===== src/rtl/clkdiv_cfg_ctrl.sv =====
// Divide-ratio change sequencer: round-robin arbitration between two requesters,
// then bypass -> load -> settle before acknowledging. Sole driver of the divider ratio.
module clkdiv_cfg_ctrl #(
   parameter logic [15:0] DIV_RST    = 16'd1,
   parameter int          BYP_CYC    = 4,
   parameter int          SETTLE_CYC = 4
) (
   input  logic        clk,
   input  logic        rst,
   input  logic        req0,
   input  logic [15:0] div0,
   output logic        ack0,
   input  logic        req1,
   input  logic [15:0] div1,
   output logic        ack1,
   output logic [15:0] div_out,
   output logic        busy,
   output logic        gnt_id
);

   typedef enum logic [1:0] {
      S_IDLE,
      S_BYPASS,
      S_SETTLE,
      S_DONE
   } state_t;

   state_t      state_q;
   logic [15:0] div_q;
   logic [15:0] tgt_q;
   logic [16:0] cnt_q;
   logic        last_q;
   logic        gnt_q;
   logic        busy_q;
   logic        ack0_q;
   logic        ack1_q;

   logic        any_req_d;
   logic        win_d;
   logic [15:0] raw_d;
   logic [15:0] tgt_d;

   // 17-bit so the largest ratio plus settle time cannot wrap
   function automatic logic [16:0] settle_cnt(input logic [15:0] t);
      return 17'(SETTLE_CYC) + {1'b0, t} - 17'd1;
   endfunction

   always_comb begin
      any_req_d = req0 | req1;
      win_d     = (req0 && req1) ? ~last_q : req1;
      raw_d     = win_d ? div1 : div0;
      tgt_d     = (raw_d == '0) ? 16'd1 : raw_d;
   end

   always_ff @(posedge clk) begin
      if (rst) begin
         state_q <= S_IDLE;
         div_q   <= DIV_RST;
         tgt_q   <= '0;
         cnt_q   <= '0;
         last_q  <= 1'b1;
         gnt_q   <= 1'b0;
         busy_q  <= 1'b0;
         ack0_q  <= 1'b0;
         ack1_q  <= 1'b0;
      end else begin
         ack0_q <= 1'b0;
         ack1_q <= 1'b0;
         case (state_q)
            S_IDLE: begin
               if (any_req_d) begin
                  last_q <= win_d;
                  gnt_q  <= win_d;
                  tgt_q  <= tgt_d;
                  busy_q <= 1'b1;
                  if (tgt_d == div_q) begin
                     state_q <= S_DONE;
                     ack0_q  <= ~win_d;
                     ack1_q  <= win_d;
                  end else if (tgt_d <= 16'd1 || div_q <= 16'd1) begin
                     state_q <= S_SETTLE;
                     div_q   <= tgt_d;
                     cnt_q   <= settle_cnt(tgt_d);
                  end else begin
                     state_q <= S_BYPASS;
                     div_q   <= 16'd1;
                     cnt_q   <= 17'(BYP_CYC - 1);
                  end
               end
            end
            S_BYPASS: begin
               if (cnt_q == '0) begin
                  state_q <= S_SETTLE;
                  div_q   <= tgt_q;
                  cnt_q   <= settle_cnt(tgt_q);
               end else begin
                  cnt_q <= cnt_q - 17'd1;
               end
            end
            S_SETTLE: begin
               if (cnt_q == '0) begin
                  state_q <= S_DONE;
                  ack0_q  <= ~gnt_q;
                  ack1_q  <= gnt_q;
               end else begin
                  cnt_q <= cnt_q - 17'd1;
               end
            end
            S_DONE: begin
               state_q <= S_IDLE;
               busy_q  <= 1'b0;
            end
            default: begin
               state_q <= S_IDLE;
               busy_q  <= 1'b0;
            end
         endcase
      end
   end

   assign div_out = div_q;
   assign busy    = busy_q;
   assign gnt_id  = gnt_q;
   assign ack0    = ack0_q;
   assign ack1    = ack1_q;

endmodule


===== config.mk =====
export PLATFORM = sky130hd
export DESIGN_NAME = clkdiv_cfg_ctrl
export DESIGN_NICKNAME = d
export VERILOG_FILES = /design/src/rtl/clkdiv_cfg_ctrl.sv
export SDC_FILE = /design/constraint.sdc
export NUM_CORES = 1
export LEC_CHECK = 0
export CORE_UTILIZATION = 60
export DETAILED_ROUTE_END_ITERATION = 16
export DONT_BUFFER_PORTS = 1
export GPL_ROUTABILITY_DRIVEN = 0
export PLACE_DENSITY_LB_ADDON = 0.1
export SYNTH_ARGS = -nofsm -noshare
export SYNTH_HDL_FRONTEND = slang
export SYNTH_SLANG_ARGS = --single-unit
export TNS_END_PERCENT = 30

===== constraint.sdc =====
create_clock -name clk -period 6.75 [get_ports clk]
set_clock_uncertainty 0.1 [all_clocks]
set_input_delay 1.0125 -clock clk [delete_from_list [all_inputs] [get_ports clk]]
set_output_delay 1.0125 -clock clk [all_outputs]
set_load 0.02 [all_outputs]

==> results.toml <==
[floorplan]
row_count = 31
die_h_um = 88.5
io_pins = 56
core-area_um2 = 7250
dieWidth_um = 88.5
start_util_pct = 61.8
dieArea_um2 = 7820

[hold_path]
whs_endpoint = "cnt_q[1]"
hold_class = "reg -> reg"
hold_path.startpoint = "cnt_q[1]"
hold_depth = 2

[sta]
slew_headroom_pct = 23.6
clock.fmax_mhz = 221
period_minus_slack_ns = 4.53
drv_slew = 0
setup_ws_ns = 2.22
hold_viol = 0
finalSetupViolCount = 0
tns_ns = 0
fin_crit_sh_pct = 67.1
grt_setup_unrepaired = "false"
tightest_slew_ns = 1.15
holdWs_ns = 0.393

[cells_and_area]
final_cells = 664
utilization_pct = 62.8
drive_above_1_share_pct = 6.73
final_cell_area_um2 = 4550
finalNetCount = 610
area_delta_synth_final_pct = 1.56
diodes = 0

[critical_path]
crit_fanout = 28
rrSetupSlack_ns = 2.54
ff2ff_path_depth = 8
crit_family = "compound AO/OA/AOI/OAI gates"
slowest_delay_ns = 0.92
required_ns = 6.84
worstSetupPathType = "in -> reg"
cp.arrival_ns = 4.62
path_cells = "a21bo_1, nand4_1, a211oi_1, o211ai_2, a211oi_4, nor3b_1, nor2_2, o21ai_0"
start_kind = "primary input"
worstSetupEndpointType = "flop"
cpMaxStageDelayCell = "a21bo_1"
reg2reg_from = "last_q"
cp_num_buf_inv = 0
r2r_end = "div_out[8]"

[flow_run]
drv_cap = 0

[power]
p_leak_nw = 1.58
powerDensity_nw_per_um2 = 397
vdd_drop_max_mv = 0.335
power_mw = 1.81

[drt]
avgRoutedWirePerCell_um = 19.9
route.detailed.drc = 0
dr.pass1.iters = 5
drt-total-wl_mm = 13.2
drt_iter0_drc = 407
vias = 4458
via_per_inst = 6.71
antenna_left = 0

[cts]
clkLatencyLatePin_ns = 0.32
clk_pin_slew_worst_paths_ns = 0.10
hold_buffers = 0
root_buffer = "clkbuf_8"
post_cts_buffers = 0
cts_tree = "yes"
cts_made_buffers = 5
h-tree-depth = 2
clk_path_buf_depth = 2
cts_resized = 0
numClockSinks = 56

[logic_synthesis]
syn_area_um2 = 4480
ys_warn_count = 0
synthArstFlopShare_pct = 0
netlist.area_leader.share_pct = 25.0
synthCells = 588
synth-main-ff-cell = "dfxtp_1"
seq_area_frac_synth_pct = 25.0
synth-edff-count = 0
synth.distinct_cells = 69
syn-num-nets = 634
synth_common_cells = "nor2_1, dfxtp_1, nand2_1"
synth_area_leader_cell = "dfxtp_1"
avgSynthCellArea_um2 = 7.63
yosysMostFrequentCell = "nor2_1"
synth_seq_cells = 56
synthTopCellsByArea = "dfxtp_1, xnor2_1, nor2_1"

[placed_design]
hpwl_mm = 9.89
port_buffers = 0
placedCellCount = 656
placed_cell_area_um2 = 4470
pre_cts_slack_ns = 2.03

[grt]
grt_max_degree = 59
grt_usage_pct = 35.5
grt_pass1_wl_mm = 21.4
grt_pass1_vias = 4173
antenna_found_initial = 0
gr-total-overflow = 0

[outcome]
status = "complete, no violations"
-- flip-flops by register name, summed over array words and instances, names as in the netlist --
| name | flops |
|---|---|
| ack0 | 1 |
| ack1 | 1 |
| busy | 1 |
| cnt_q | 17 |
| div_out | 16 |
| gnt_id | 1 |
| last_q | 1 |
| state_q | 2 |
| tgt_q | 16 |
-- layer usage --
layer,GRT usage [%],routed length [um],vias to the layer above
li1,-,-,2110
met1,47.0,5690,2113
met2,57.3,6180,204
met3,8.12,1040,31
met4,11.6,323,0
met5,0,0,-
-- cell families after synthesis --
group / share of synthesized area, %
adders and majority gates: 2.79
xor gates and xnor gates: 10.1
and+or+nand+nor: 26.3
muxes: 4.21
buffers and inverters: 5.50
DFF: 25.0
AOI/OAI and AO/OA: 26.1
-- worst max-delay path by stage --
| stage | startpoint | end | cells after the start |
|---|---|---|---|
| floorplan | req1 | div_out[1] | 13 |
| global placement | req1 | div_out[10] | 8 |
| detailed placement | req1 | div_out[14] | 8 |
| CTS | req1 | div_out[8] | 8 |
| global route | req1 | div_out[5] | 8 |
| finish | req1 | div_out[8] | 8 |
-- worst min-delay path: cells and delay by family, from the launching register on --
| family | cells | cell delay, ns |
|---|---|---|
| AOI/OAI and AO/OA | 2 | 0.13 |
| DFF | 1 | 0.33 |
-- power breakdown --
part	internal (mW)	switching (mW)	total, mW
Combinational	0.390	0.637	1.03
Clock	0.0729	0.119	0.191
Sequential	0.423	0.167	0.590
Total	0.886	0.923	1.81
-- final cells by class --
cell class | instances | area, um^2
multi-input cells | 476 | 3120
repair buffers | 3 | 22.5
clock buffers | 5 | 68.8
fillers | 700 | 2700
clock inverters | 3 | 18.8
well taps | 99 | 124
inverters | 22 | 82.6
flip-flops and latches | 56 | 1120
-- placed cells by master (no fill, tap or decap), types with 14 or more instances in the layout --
master and n:
nand2_1 44, nor2_1 70, a22oi_1 14, a211oi_1 17
o21ai_0 30, nor4_1 26, inv_1 22, nand2b_1 24
xor2_1 17, nand3_1 18, dfxtp_1 56, xnor2_1 33
a21oi_1 29
Power figures use the tool's default switching activity.
